## src/rtl/mem_port_arbiter_pkg.sv

```systemverilog
// Shared types for the SRAM port arbiter: requester identity, in-flight tracking
// and the request/response bundles at their default widths.
package mem_arb_params;

   localparam int unsigned MEM_ADDRESS_WIDTH = 32;
   localparam int unsigned MEM_DATA_WIDTH    = 32;

   typedef enum logic {
      REQ_INST = 1'b0,
      REQ_DATA = 1'b1
   } Requester;

   typedef struct packed {
      logic                          valid;
      logic [MEM_DATA_WIDTH/8-1:0]   write_enabled;
      logic [MEM_ADDRESS_WIDTH-1:0]  address;
      logic [MEM_DATA_WIDTH-1:0]     write_data;
   } MemRequest;

   typedef struct packed {
      logic                       valid;
      logic [MEM_DATA_WIDTH-1:0]  data;
   } MemResponse;

   typedef struct packed {
      logic     valid;
      Requester owner;
      logic     is_write;
   } InFlight;

endpackage

```

## src/rtl/mem_arb_rsp_buffer.sv

```systemverilog
// One-entry response holding register: passes a response straight through when the
// consumer is ready, otherwise parks it until rsp_ready.
module mem_arb_rsp_buffer #(
   parameter int unsigned DATA_WIDTH = 32
) (
   input  logic                  clock,
   input  logic                  reset,
   input  logic                  in_valid,
   input  logic [DATA_WIDTH-1:0] in_data,
   input  logic                  rsp_ready,
   output logic                  out_valid,
   output logic [DATA_WIDTH-1:0] out_data,
   output logic                  empty
);

   logic                  held_q;
   logic [DATA_WIDTH-1:0] held_data_q;

   // Drain and capture never coincide: the arbiter only grants a port whose buffer is empty.
   always_ff @(posedge clock) begin
      if (reset) begin
         held_q      <= 1'b0;
         held_data_q <= '0;
      end else if (held_q) begin
         if (rsp_ready) held_q <= 1'b0;
      end else if (in_valid && !rsp_ready) begin
         held_q      <= 1'b1;
         held_data_q <= in_data;
      end
   end

   always_comb begin
      out_valid = 1'b0;
      out_data  = '0;
      if (!reset) begin
         if (held_q) begin
            out_valid = 1'b1;
            out_data  = held_data_q;
         end else if (in_valid) begin
            out_valid = 1'b1;
            out_data  = in_data;
         end
      end
   end

   assign empty = !held_q;

endmodule

```

## src/rtl/mem_port_arbiter.sv

```systemverilog
// Arbitrates the single SRAM port between fetch and data requesters.
// Build option: MEM_ARB_ROUND_ROBIN_EN selects round-robin ties; default is fixed data priority.
module mem_port_arbiter
   import mem_arb_params::*;
#(
   parameter int unsigned ADDRESS_WIDTH = MEM_ADDRESS_WIDTH,
   parameter int unsigned DATA_WIDTH    = MEM_DATA_WIDTH
) (
   input  logic                      clock,
   input  logic                      reset,
   input  logic                      inst_req,
   input  logic [ADDRESS_WIDTH-1:0]  inst_address,
   output logic                      inst_addr_ok,
   output logic                      inst_data_ok,
   output logic [DATA_WIDTH-1:0]     inst_rdata,
   input  logic                      inst_rsp_ready,
   input  logic                      data_req,
   input  logic [DATA_WIDTH/8-1:0]   data_write_enabled,
   input  logic [ADDRESS_WIDTH-1:0]  data_address,
   input  logic [DATA_WIDTH-1:0]     data_write_data,
   output logic                      data_addr_ok,
   output logic                      data_data_ok,
   output logic [DATA_WIDTH-1:0]     data_rdata,
   input  logic                      data_rsp_ready,
   output logic                      sram_enabled,
   output logic [DATA_WIDTH/8-1:0]   sram_write_enabled,
   output logic [ADDRESS_WIDTH-1:0]  sram_address,
   output logic [DATA_WIDTH-1:0]     sram_write_data,
   input  logic [DATA_WIDTH-1:0]     sram_read_data
);

   InFlight inflight_q, inflight_d;

   logic                  inst_empty, data_empty;
   logic                  inst_owns, data_owns;
   logic                  inst_eligible, data_eligible;
   logic                  grant_inst, grant_data;
   logic [DATA_WIDTH-1:0] rsp_data;

   assign inst_owns = inflight_q.valid && (inflight_q.owner == REQ_INST);
   assign data_owns = inflight_q.valid && (inflight_q.owner == REQ_DATA);
   assign rsp_data  = inflight_q.is_write ? '0 : sram_read_data;

   // A port may only issue if its response path can take the result next cycle.
   assign inst_eligible = inst_empty && (!inst_owns || inst_rsp_ready);
   assign data_eligible = data_empty && (!data_owns || data_rsp_ready);

`ifdef MEM_ARB_ROUND_ROBIN_EN
   Requester last_q;

   always_comb begin
      grant_inst = 1'b0;
      grant_data = 1'b0;
      if (!reset) begin
         if (inst_req && inst_eligible && data_req && data_eligible) begin
            if (last_q == REQ_DATA) grant_inst = 1'b1;
            else                    grant_data = 1'b1;
         end else begin
            grant_inst = inst_req && inst_eligible;
            grant_data = data_req && data_eligible;
         end
      end
   end

   always_ff @(posedge clock) begin
      if (reset)           last_q <= REQ_DATA;
      else if (grant_inst) last_q <= REQ_INST;
      else if (grant_data) last_q <= REQ_DATA;
   end
`else
   always_comb begin
      grant_data = !reset && data_req && data_eligible;
      grant_inst = !reset && inst_req && inst_eligible && !grant_data;
   end
`endif

   assign inst_addr_ok = grant_inst;
   assign data_addr_ok = grant_data;

   always_comb begin
      sram_enabled       = grant_inst || grant_data;
      sram_write_enabled = '0;
      sram_address       = '0;
      sram_write_data    = '0;
      if (grant_data) begin
         sram_write_enabled = data_write_enabled;
         sram_address       = data_address;
         sram_write_data    = data_write_data;
      end else if (grant_inst) begin
         sram_address = inst_address;
      end
   end

   always_comb begin
      inflight_d.valid    = grant_inst || grant_data;
      inflight_d.owner    = grant_data ? REQ_DATA : REQ_INST;
      inflight_d.is_write = grant_data && (|data_write_enabled);
   end

   always_ff @(posedge clock) begin
      if (reset) inflight_q <= '{valid: 1'b0, owner: REQ_INST, is_write: 1'b0};
      else       inflight_q <= inflight_d;
   end

   mem_arb_rsp_buffer #(
      .DATA_WIDTH(DATA_WIDTH)
   ) u_inst_buffer (
      .clock     (clock),
      .reset     (reset),
      .in_valid  (inst_owns),
      .in_data   (rsp_data),
      .rsp_ready (inst_rsp_ready),
      .out_valid (inst_data_ok),
      .out_data  (inst_rdata),
      .empty     (inst_empty)
   );

   mem_arb_rsp_buffer #(
      .DATA_WIDTH(DATA_WIDTH)
   ) u_data_buffer (
      .clock     (clock),
      .reset     (reset),
      .in_valid  (data_owns),
      .in_data   (rsp_data),
      .rsp_ready (data_rsp_ready),
      .out_valid (data_data_ok),
      .out_data  (data_rdata),
      .empty     (data_empty)
   );

endmodule

```

## config.mk

```make
export PLATFORM = sky130hd
export DESIGN_NAME = mem_port_arbiter
export DESIGN_NICKNAME = d
export VERILOG_FILES = /design/src/rtl/mem_port_arbiter_pkg.sv /design/src/rtl/mem_arb_rsp_buffer.sv /design/src/rtl/mem_port_arbiter.sv
export SDC_FILE = /design/constraint.sdc
export NUM_CORES = 1
export LEC_CHECK = 0
export ABC_AREA = 0
export BUFFER_PORTS_ARGS = -buffer_cell sky130_fd_sc_hd__buf_2
export CORE_MARGIN = 2
export CORE_UTILIZATION = 43
export DETAILED_ROUTE_END_ITERATION = 7
export GPL_ROUTABILITY_DRIVEN = 1
export PLACE_DENSITY_LB_ADDON = 0.12
export SLEW_MARGIN = 20
export SYNTH_ARGS = -nofsm -noshare
export SYNTH_HDL_FRONTEND = slang
export SYNTH_HIERARCHICAL = 1
export SYNTH_SLANG_ARGS = --single-unit
```

## constraint.sdc

```tcl
create_clock -name clock -period 1.9 [get_ports clock]
set_input_delay 0.38 -clock clock [delete_from_list [all_inputs] [get_ports clock]]
set_output_delay 0.38 -clock clock [all_outputs]
set_load 0.02 [all_outputs]
```

Yosys cells after proc, flatten, opt, wreduce, memory -nomap -nowiden

Cells that the tools add are included.

Bits in registers: 69
Output and inout bits: 137
Input port bits: 138

Multiplexer cells: 24
Bitwise gates (word level): 3
Reduce and logical (&&, ||, !) cells: 26

Operators with widths:

| cell                | number |
|---|---|
| 2-to-1 mux 32 bit   | 10 |
| 2-to-1 mux 1 bit    | 13 |
| logical AND 1 bit   | 12 |
| logical NOT 1 bit   | 8 |
| 2-to-1 mux 4 bit    | 1 |
| AND reduction 2 bit | 2 |
| OR reduction 4 bit  | 1 |
| logical OR 1 bit    | 3 |
| inverter 1 bit      | 3 |

Depth between registers and ports, before layout

Gate-level depths: netlist (run 1).

Depth in word-level cells: 9
Mapped depth: 7
Depth with buffers taken out: 4

By module

The synthesis (run 1) kept the hierarchy.

Modules (own cells, without submodules):

| module             | cells an instance | area an instance (um^2) | instances | sequential area each (um^2) |
|---|---|---|---|---|
| mem_arb_rsp_buffer | 256               | 2,104.5                 | 2         | 660.6 |
| mem_port_arbiter   | 168               | 1,326.3                 | 1         | 60.1 |

Worst setup path before layout (run 1)

Ideal clock, no wire load.

Path kind: flip-flop to output port
From: register u_data_buffer.held_q
To: output sram_address[6]
Required time: 1.520 ns
Path slack: -0.265 ns
Path buffers: 3
Arrival time: 1.785 ns
Stages on the path, launching flop included: 8
Cell sequence: dfxtp_1 -> buf_2 -> buf_2 -> inv_1 -> nand2_1 -> a211oi_4 -> buf_6 -> mux2_1

Longest elaborated chain between the ends: 7

RTL lines:

| what                     | RTL line                 | source |
|---|---|---|
| start: declaration       | mem_arb_rsp_buffer.sv:16 | `logic held_q;` |
| start signal: assignment | mem_arb_rsp_buffer.sv:22 | `held_q <= 1'b0;` |
| start signal: assignment | mem_arb_rsp_buffer.sv:25 | `if (rsp_ready) held_q <= 1'b0;` |
| start signal: assignment | mem_arb_rsp_buffer.sv:27 | `held_q <= 1'b1;` |
| logical NOT 1 bit *      | mem_arb_rsp_buffer.sv:46 | `assign empty = !held_q;` |
| named net data_empty     | mem_port_arbiter.sv:34   | `logic inst_empty, data_empty;` |
| logical AND 1 bit *      | mem_port_arbiter.sv:46   | `assign data_eligible = data_empty && (!data_owns \|\| data_rsp_ready);` |
| logical AND 1 bit *      | mem_port_arbiter.sv:72   | `grant_data = !reset && data_req && data_eligible;` |
| logical NOT 1 bit        | mem_port_arbiter.sv:73   | `grant_inst = !reset && inst_req && inst_eligible && !grant_data;` |
| logical AND 1 bit        | mem_port_arbiter.sv:73   |  |
| 2-to-1 mux 32 bit        | mem_port_arbiter.sv:89   | `end else if (grant_inst) begin` |
| 2-to-1 mux 32 bit *      | mem_port_arbiter.sv:85   | `if (grant_data) begin` |
| end: declaration         | mem_port_arbiter.sv:27   | `output logic [ADDRESS_WIDTH-1:0] sram_address,` |

Mark *: on every way through the listed nets, which the timed path passes. The rest lies on a longest branch.

Worst setup path after layout (run 1)

From: register inflight_q[1] in the netlist's numbering
To: output sram_address[28]

Longest elaborated chain between the ends: 9
Elaborated cells between the ends (all ways): 15
Those cells by class: 2 x mux; 1 x bitwise; 12 x reduce/logical

RTL lines:

| what                     | RTL line                | source |
|---|---|---|
| start: declaration       | mem_port_arbiter.sv:32  | `InFlight inflight_q, inflight_d;` |
| start signal: assignment | mem_port_arbiter.sv:101 | `if (reset) inflight_q <= '{valid: 1'b0, owner: REQ_INST, is_write: 1'b0};` |
| start signal: assignment | mem_port_arbiter.sv:102 | `else inflight_q <= inflight_d;` |
| logical AND 1 bit *      | mem_port_arbiter.sv:41  | `assign data_owns = inflight_q.valid && (inflight_q.owner == REQ_DATA);` |
| named net data_owns      | mem_port_arbiter.sv:35  | `logic inst_owns, data_owns;` |
| logical NOT 1 bit *      | mem_port_arbiter.sv:46  |  |
| logical OR 1 bit *       | mem_port_arbiter.sv:46  |  |
| logical AND 1 bit *      | mem_port_arbiter.sv:46  |  |
| logical AND 1 bit *      | mem_port_arbiter.sv:72  |  |
| logical NOT 1 bit        | mem_port_arbiter.sv:73  |  |
| logical AND 1 bit        | mem_port_arbiter.sv:73  |  |
| 2-to-1 mux 32 bit        | mem_port_arbiter.sv:89  |  |
| 2-to-1 mux 32 bit *      | mem_port_arbiter.sv:85  |  |

Marked as above.

==> flow_metrics.py, run 1 <==
metrics = {
    "sta": {
        "maxSlewViolCount": 0,
        "setup_violations": 137,
        "rsz0062_at_grt": "true",
        "max_freq_mhz": 443,
        "finalCritPeriodShare_pct": 119,
        "fin_crit_ps": 2260,
        "worst_slack_ps": -357,
        "hold_ws_ps": 305,
        "skew_ps": 6.70,
        "tns_ps": -29820,
        "relSlewSlack_pct": 70.6,
        "worst_pin_slew_ps": 441,
        "hold_viol": 0,
    },
    "routing": {
        "finalWirelength_um": 23000,
        "drc_errors": 0,
        "dr.pass1.iters": 5,
        "routed_via_density": 5.33,
        "wire_per_inst_um": 20.1,
        "postRouteAntennaNets": 0,
        "first_iter_violations": 445,
        "vias": 6079,
    },
    "global_route": {
        "grt-busiest-layer": "met2",
        "grt_pass1_vias": 5812,
        "grt_util_met2_pct": 51.9,
        "grt_pass1_wl_um": 32800,
        "grt_max_degree": 121,
        "met3_usage_pct": 9.59,
        "antenna_found_initial": 10,
        "use_met1_pct": 36.3,
        "grt_remaining_overflow": 0,
        "grt_use_total_pct": 30.4,
    },
    "power": {
        "power.leakage_uw": 0.00363,
        "p_per_area_nw_per_um2": 557,
        "ir_worst_vdd_v": 0.000417,
        "power_frac_seq_pct": 30.7,
        "cell_internal_pwr_uw": 3470,
        "p_switching_uw": 1480,
        "pwr-share-comb_pct": 33.2,
        "swShare_pct": 29.9,
        "clkPwrFrac_pct": 36.1,
    },
    "synth": {
        "syn_inst": 680,
        "netlist_area_sq_um": 5540,
        "synth_area_per_cell_sq_um": 8.14,
        "synth_top_area_share_pct": 25.0,
        "synth_top_cell_by_area": "dfxtp_1",
        "synth.area.top_cells": "dfxtp_1 25%, nand2b_1 15%, mux2i_1 12%",
        "synth_warnings": 6,
        "ys_ff_latch": 69,
        "yosysSeqAreaShare_pct": 25.0,
        "synth_fp_nets": 818,
        "yosysUniqueCellTypes": 25,
    },
    "clocking": {
        "cts_root_buf": "clkbuf_16",
        "h-tree-depth": 3,
        "cts_tree": "yes",
        "cts_sinks": 69,
        "worst_skew_pair.late_latency_ps": 340,
        "ctsHoldBuffers": 0,
        "clock_path_buffers": 2,
        "clkTransAtPathRegs_ps": 60,
        "numCtsBuffers": 9,
    },
    "cells_and_area": {
        "multi_input_area_sq_um": 4130,
        "drive_gt1_share_pct": 50.1,
        "nFillCells": 995,
        "seq_area_sq_um": 1390,
        "area_delta_synth_final_pct": 60.4,
        "finalNetCount": 1095,
        "mostFrequentLayoutCells": "175 x buf_2, 130 x nand2b_1, 88 x buf_6",
        "final_common_cell": "buf_2",
    },
    "worst_setup_path": {
        "crit_buf_inv": 3,
        "path_max_fanout": 9,
        "crit_family": "buffers and inverters",
        "crit_top_cell": "buf_12",
        "slowest_delay_ps": 320,
        "endpoint_kind": "output port",
        "cpMaxStageDelayCell": "dfxtp_2",
        "required_ps": 1520,
        "criticalPathCategory": "flip-flop to output port",
        "path_cells": "and2_4 -> a211oi_4 -> buf_12 -> buf_12 -> mux2_4 -> buf_6",
        "cp.arrival_ps": 1880,
        "cp-start-kind": "flip-flop",
    },
    "outcome": {
        "violations": "negative setup slack",
        "status": "finished, violations left",
    },
    "floorplan": {
        "ios": 275,
        "fp.dieW_um": 117,
        "core_area_sq_um": 12600,
        "dieHeight_um": 117,
        "dieArea_sq_um": 13800,
        "start_util_pct": 43.9,
        "row_count": 41,
    },
    "placement": {
        "hpwl_um": 15600,
        "port_buffers": 274,
        "gp_congestion": 0.978,
        "dp_slack_ps": -145,
    },
    "hold_path": {
        "hold_class": "input port to flip-flop",
    },
    "flow_run": {
        "cap_violations": 0,
    },
}
==> power groups by stage <==
stage | sequential, uW | clock, uW | combinational, uW
floorplan | 1540 | 0 | 798
global placement | 1550 | 0 | 1260
detailed placement | 1550 | 0 | 1280
CTS | 1520 | 1810 | 1470
global route | 1530 | 1890 | 1720
finish | 1520 | 1790 | 1640
==> timing repair <==
item	4_1_cts	5_1_grt
cloned	3	6
buffers inserted	10	1
endpoints found under the setup margin	137	137
gates resized for setup	186	104
pin swaps	14	33
==> layer usage <==
metal  vias up  wire length, um
met4         6              682
met5         -               32
li1       2853                -
met3        40             1690
met2       243            11300
met1      2937             9300
==> per-stage QoR <==
step	utilization (%)	total power [uW]	cell area [sq um]	instances
3_3_place_gp	58.2	2810	7340	1100
2_1_floorplan	-	2340	5660	680
4_1_cts	66.4	4800	8380	1128
6_report	70.4	4950	8880	1141
3_5_place_dp	58.2	2830	7340	1100
5_1_grt	70.3	5140	8870	1138
==> final timing paths <==
path	startpoint	endpoint	slack, ps	depth (start not counted)
setup / recovery	inflight_q[1]	sram_address[28]	-360	6
hold / removal	data_write_enabled[0]	inflight_q[0]	300	2
setup reg to reg	inflight_q[2]	u_data_buffer/held_data_q[3]	100	5
hold reg to reg	u_data_buffer/held_data_q[6]	u_data_buffer/held_data_q[6]	470	2
==> cells in the mapped netlist <==
cell / count
buf_6: 7
nor4b_1: 32
nor2b_1: 33
o41a_1: 1
dfxtp_1: 69
nand2_1: 66
a211oi_4: 1
a21oi_1: 64
mux2_2: 30
nor2_1: 5
nand3b_1: 64
nor3b_2: 3
and2_4: 1
inv_1: 3
buf_12: 6
mux2_1: 2
buf_2: 22
or3_1: 1
a211oi_1: 1
nand2b_1: 130
and2_1: 36
clkbuf_1: 36
nor3_1: 2
buf_1: 1
mux2i_1: 64
==> logic make-up after synthesis <==
kind of cell / share of synthesized area [%]
and+or+nand+nor: 42.2
DFF: 25.0
AOI/OAI and AO/OA: 6.49
buffers and inverters: 8.30
muxes: 18.1
==> state kept, by name, indices dropped and copies added, names as in the netlist <==
register                   flops
u_data_buffer/held_data_q     32
u_inst_buffer/held_data_q     32
inflight_q                     3
u_data_buffer/held_q           1
u_inst_buffer/held_q           1
==> final cells by class <==
| type | instances | share of cell area [%] |
|---|---|---|
| timing repair buffer | 338 | 31.6 |
| antenna | 7 | 0.197 |
| clock buffer | 9 | 2.54 |
| tap | 172 | 2.42 |
| clock inverter | 7 | 1.01 |
| sequential | 69 | 15.6 |
| inverter | 3 | 0.127 |
| multi-input combinational | 536 | 46.5 |
==> worst register-to-register path, delay by kind of cell, from the launching register on <==
family,cells,cell delay (ps)
buffers and inverters,2,630
DFF,1,340
muxes,1,220
and+or+nand+nor,2,530
Power figures use the tool's default switching activity.
==> run 2, diff against run 1 <==
Settings changed: CORE_MARGIN 2 to 1.5.
==> run 2 against run 1 <==
Maximum frequency decreased by 2.7%. Non-clock buffer count decreased by 4. Largest power group is now combinational cells. Critical endpoint is now sram_address[7]. Power decreased by 6.7%. Clock power decreased by 16%. The flow still finishes with violations (negative setup slack).
==> flow_metrics.py, run 2 (synthesis results as in run 1) <==
metrics = {
    "floorplan": {
        "dieHeight_um": 116,
        "dieArea_sq_um": 13600,
        "start_util_pct": 44.0,
        "fp.dieW_um": 116,
        "row_count": 41,
        "ios": 275,
        "core_area_sq_um": 12600,
    },
    "clocking": {
        "numCtsBuffers": 9,
        "cts_sinks": 69,
        "worst_skew_pair.late_latency_ps": 330,
        "clock_path_buffers": 2,
        "cts_root_buf": "clkbuf_16",
        "cts_tree": "yes",
        "h-tree-depth": 3,
        "clkTransAtPathRegs_ps": 50,
    },
    "global_route": {
        "grt_use_total_pct": 29.3,
        "use_met1_pct": 36.6,
        "grt-busiest-layer": "met2",
        "met3_usage_pct": 8.67,
        "grt_max_degree": 95,
        "grt_remaining_overflow": 0,
        "grt_pass1_vias": 5605,
        "grt_util_met2_pct": 49.1,
        "grt_pass1_wl_um": 29900,
        "antenna_found_initial": 5,
    },
    "sta": {
        "rsz0062_at_grt": "true",
        "max_freq_mhz": 431,
        "worst_slack_ps": -419,
        "skew_ps": 5.95,
        "fin_crit_ps": 2320,
        "worst_pin_slew_ps": 511,
        "maxSlewViolCount": 0,
        "finalCritPeriodShare_pct": 122,
        "hold_viol": 0,
        "hold_ws_ps": 317,
        "setup_violations": 137,
        "relSlewSlack_pct": 65.4,
    },
    "placement": {
        "port_buffers": 274,
        "hpwl_um": 14600,
        "dp.cells": 1094,
        "gp_congestion": 0.834,
        "dp_slack_ps": -140,
    },
    "outcome": {
        "status": "finished, violations left",
        "violations": "negative setup slack",
    },
    "cells_and_area": {
        "final_common_cell": "buf_2",
        "fin_cells": 1132,
        "fin_util_pct": 68.7,
        "mostFrequentLayoutCells": "197 x buf_2, 129 x nand2b_1, 76 x buf_6",
        "reg_top3": "u_data_buffer/held_data_q: 32 flops, u_inst_buffer/held_data_q: 32 flops, inflight_q: 3 flops",
        "finalNetCount": 1091,
        "drive_gt1_share_pct": 46.7,
        "area_delta_synth_final_pct": 56.1,
        "nFillCells": 1036,
        "seq_area_sq_um": 1390,
        "multi_input_area_sq_um": 4070,
    },
    "flow_run": {
        "cap_violations": 0,
    },
    "routing": {
        "first_iter_violations": 422,
        "wire_per_inst_um": 19.5,
        "drc_errors": 0,
        "routed_via_density": 5.30,
        "postRouteAntennaNets": 0,
        "finalWirelength_um": 22100,
        "dr.pass1.iters": 6,
        "vias": 6005,
    },
    "worst_setup_path": {
        "crit_top_cell": "buf_6",
        "cp-start-kind": "flip-flop",
        "path_cells": "buf_6 -> nor3b_4 -> buf_6 -> buf_12 -> nor4b_1 -> mux2_4 -> buf_6",
        "path_max_fanout": 7,
        "crit_family": "simple AND/OR/NAND/NOR gates",
        "required_ps": 1520,
        "cp.arrival_ps": 1940,
        "criticalPathCategory": "flip-flop to output port",
        "cpMaxStageDelayCell": "nor4b_1",
        "endpoint_kind": "output port",
        "crit_buf_inv": 4,
        "slowest_delay_ps": 480,
    },
    "power": {
        "p_switching_uw": 1410,
        "swShare_pct": 30.5,
        "p_per_area_nw_per_um2": 535,
        "power.leakage_uw": 0.00361,
        "cell_internal_pwr_uw": 3210,
        "ir_worst_vdd_v": 0.000350,
        "clkPwrFrac_pct": 32.4,
        "power_frac_seq_pct": 32.9,
        "pwr-share-comb_pct": 34.6,
        "p_total_uw": 4620,
    },
    "hold_path": {
        "hold_class": "input port to flip-flop",
    },
}
==> run 2: cell types whose count changed in the layout (fill, tap and decap cells not counted), sizes merged <==
| cell | previous run | this run |
|---|---|---|
| buf | 334 | 329 |
| clkbuf | 13 | 17 |
| diode | 7 | 3 |
| bufinv | 2 | 0 |
| clkinvlp | 2 | 0 |
| bufbuf | 0 | 1 |
| clkinv | 3 | 2 |
==> run 2: layer usage <==
layer	share of wire (%)	routed length [um]
met1	40	8790
met2	50	11100
met3	7.7	1690
met4	2.2	496
met5	0.077	17
==> run 2: path summary, 6_finish.rpt <==
kind / cells past startpoint / slack (ps) / startpoint / end
hold reg to reg: 2 / 470 / u_inst_buffer/held_data_q[8] / u_inst_buffer/held_data_q[8]
setup / recovery: 7 / -420 / inflight_q[1] / sram_address[7]
setup reg to reg: 8 / 70 / inflight_q[1] / u_inst_buffer/held_data_q[28]
hold / removal: 2 / 320 / data_write_enabled[3] / inflight_q[0]
==> run 2: stage by stage <==
step	setup TNS, ps	area (sq um)
after floorplan	-2290	5660
after global placement	-3120	7290
after detailed placement	-4170	7290
after CTS	-34620	8250
after global routing	-43850	8630
final	-35510	8640
==> run 2: layout make-up <==
cell class | instances | share of cell area (%)
well taps | 172 | 2.49
clock inverters | 2 | 0.116
repair buffers | 334 | 31.1
diodes | 3 | 0.0869
clock buffers | 13 | 2.90
inverters | 3 | 0.130
multi-input cells | 536 | 47.1
flip-flops and latches | 69 | 16.0
==> run 2: worst reg2reg max path: cells and delay by family, from the launching register on <==
kind | cells | cell delay, ps
flops | 1 | 320
mux | 1 | 220
simple gates | 2 | 450
buf+inv | 5 | 750
==> run 2: timing repair <==
action                     CTS  global route
gates resized for setup    155            70
hold buffers                 0             0
setup endpoints to repair  137           146
pin swaps                   15            12
gates cloned                 6             4
buffers inserted             8             4
==> run 2: power by group through the flow <==
stage / sequential, uW / combinational [uW] / clock [uW]
3_5_place_dp: 1550 / 1260 / 0
2_1_floorplan: 1540 / 798 / 0
3_3_place_gp: 1550 / 1230 / 0
4_1_cts: 1520 / 1460 / 1530
6_report: 1520 / 1600 / 1500
5_1_grt: 1530 / 1680 / 1600
==> run 3, diff against run 2 <==
Settings changed: BUFFER_PORTS_ARGS -buffer_cell sky130_fd_sc_hd__buf_2 to default, CORE_UTILIZATION 43 to 45, CTS_BUF_LIST from default to sky130_fd_sc_hd__clkbuf_4, DONT_BUFFER_PORTS from default to 1.
==> run 3 against run 2 <==
The run still ends with negative setup slack left. Clock power fell by 47%. Combinational power fell by 26%. Die area fell by 4.3%. Routed wire length fell by 12%. Clock skew rose by 10 ps. Hold slack got worse by 250 ps. Non-clock buffer count fell by 209. Core utilization fell by 8.2 points. Register-to-register slack got worse by 60 ps. Clock-buffer cell count fell by 2. Global-route usage fell by 1.2 points. Largest cell class unchanged.
==> flow_metrics.py, run 3 (synthesis results as in run 1) <==
metrics = {
    "outcome": {
        "status": "finished, violations left",
        "violations": "negative setup slack",
    },
    "sta": {
        "worst_slack_ps": -346,
        "maxSlewViolCount": 0,
        "setup_violations": 136,
        "hold_ws_ps": 69.9,
        "fin_crit_ps": 2250,
        "rsz0062_at_grt": "true",
        "skew_ps": 16.3,
        "hold_viol": 0,
        "tns_ps": -34630,
        "worst_pin_slew_ps": 474,
        "max_freq_mhz": 445,
        "finalCritPeriodShare_pct": 118,
        "relSlewSlack_pct": 68.0,
    },
    "worst_setup_path": {
        "endpoint_kind": "output port",
        "required_ps": 1520,
        "r2r_cells": 10,
        "path_max_fanout": 12,
        "cp-start-kind": "flip-flop",
        "criticalPathCategory": "flip-flop to output port",
        "cp.arrival_ps": 1870,
    },
    "routing": {
        "first_iter_violations": 366,
        "routed_via_density": 5.76,
        "finalWirelength_um": 19400,
        "vias": 5193,
        "postRouteAntennaNets": 0,
        "drc_errors": 0,
        "wire_per_inst_um": 21.5,
        "dr.pass1.iters": 5,
    },
    "clocking": {
        "cts_tree": "yes",
        "clock_path_buffers": 2,
        "clkTransAtPathRegs_ps": 120,
        "worst_skew_pair.late_latency_ps": 430,
        "cts_sinks": 69,
        "numCtsBuffers": 9,
        "h-tree-depth": 3,
        "cts_root_buf": "clkbuf_4",
    },
    "placement": {
        "port_buffers": 0,
        "gp_congestion": 0.871,
        "hpwl_um": 12600,
        "dp.cells": 854,
    },
    "cells_and_area": {
        "fin_cells": 901,
        "reg_top3": "u_data_buffer/held_data_q: 32 flops, u_inst_buffer/held_data_q: 32 flops, inflight_q: 3 flops",
        "final_common_cell": "nand2b_1",
        "mostFrequentLayoutCells": "129 x nand2b_1, 72 x buf_4, 65 x nand2_1, 65 x dfxtp_1, 64 x nand3b_1",
        "drive_gt1_share_pct": 35.3,
        "finalNetCount": 882,
        "area_delta_synth_final_pct": 31.4,
    },
    "global_route": {
        "antenna_found_initial": 10,
        "grt_pass1_wl_um": 27500,
        "grt_remaining_overflow": 0,
        "grt_max_degree": 232,
        "grt_use_total_pct": 28.1,
        "grt_pass1_vias": 4672,
    },
    "flow_run": {
        "cap_violations": 0,
    },
    "power": {
        "p_total_uw": 3500,
        "ir_worst_vdd_v": 0.000234,
        "power.leakage_uw": 0.00258,
        "p_per_area_nw_per_um2": 481,
    },
    "hold_path": {
        "hold_class": "input port to flip-flop",
        "hold_depth": 1,
    },
    "floorplan": {
        "fp.dieW_um": 114,
        "start_util_pct": 46.1,
        "core_area_sq_um": 12000,
        "row_count": 40,
        "ios": 275,
        "dieHeight_um": 114,
        "dieArea_sq_um": 13000,
    },
}
==> run 3: what timing repair did <==
item                                    CTS  global route
endpoints found under the setup margin  137           161
setup buffers                            10             8
endpoints found under the hold margin     2             0
gates resized for setup                 106            58
cloned                                    8             1
pin swaps                                20            36
hold buffers                              2             0
==> run 3: layout make-up <==
class	instances	area [sq um]
fill	1059	4740
clock buffer	11	82.6
tap	147	184
clock inverter	3	15.0
multi-input combinational	536	4120
antenna	7	17.5
inverter	3	11.3
timing repair buffer	125	1460
sequential	69	1390
==> run 3: critical path, stage by stage (launching register included) <==
cell and delay [ps]:
dfxtp_2 340, and2_4 160, a211oi_4 240, buf_12 200, buf_16 160, mux2_4 350
==> run 3: routing by layer <==
layer	global-route usage, %	part of all wire [%]	vias to the layer above
li1	-	-	2431
met1	35.9	41	2521
met2	44.7	48	216
met3	10.4	9.8	21
met4	7.33	1.3	4
met5	0	0.14	-
==> run 3: metrics by stage <==
stage	instance area [sq um]	setup slack (ps)	util [%]
final	7270	-346	60.5
after global routing	7260	-431	60.5
after CTS	7040	-387	58.6
after detailed placement	6340	62.7	52.8
after global placement	6340	-0.154	52.8
after floorplan	5660	-67.9	-
==> run 3: final timing paths <==
path / from / to / slack (ps)
hold / removal: data_write_enabled[3] / inflight_q[0] / 70
setup reg to reg: inflight_q[2] / u_data_buffer/held_data_q[13] / 10
setup / recovery: inflight_q[2] / sram_address[23] / -350
hold reg to reg: u_inst_buffer/held_data_q[31] / u_inst_buffer/held_data_q[31] / 480
==> run 3: where the power goes <==
| group | internal (uW) | total (uW) | leakage (uW) | switching [uW] |
|---|---|---|---|---|
| Sequential | 1490 | 1520 | 0.000561 | 24.8 |
| Clock | 277 | 801 | 0.0000539 | 524 |
| Combinational | 576 | 1180 | 0.00197 | 602 |
| Total | 2350 | 3500 | 0.00258 | 1150 |
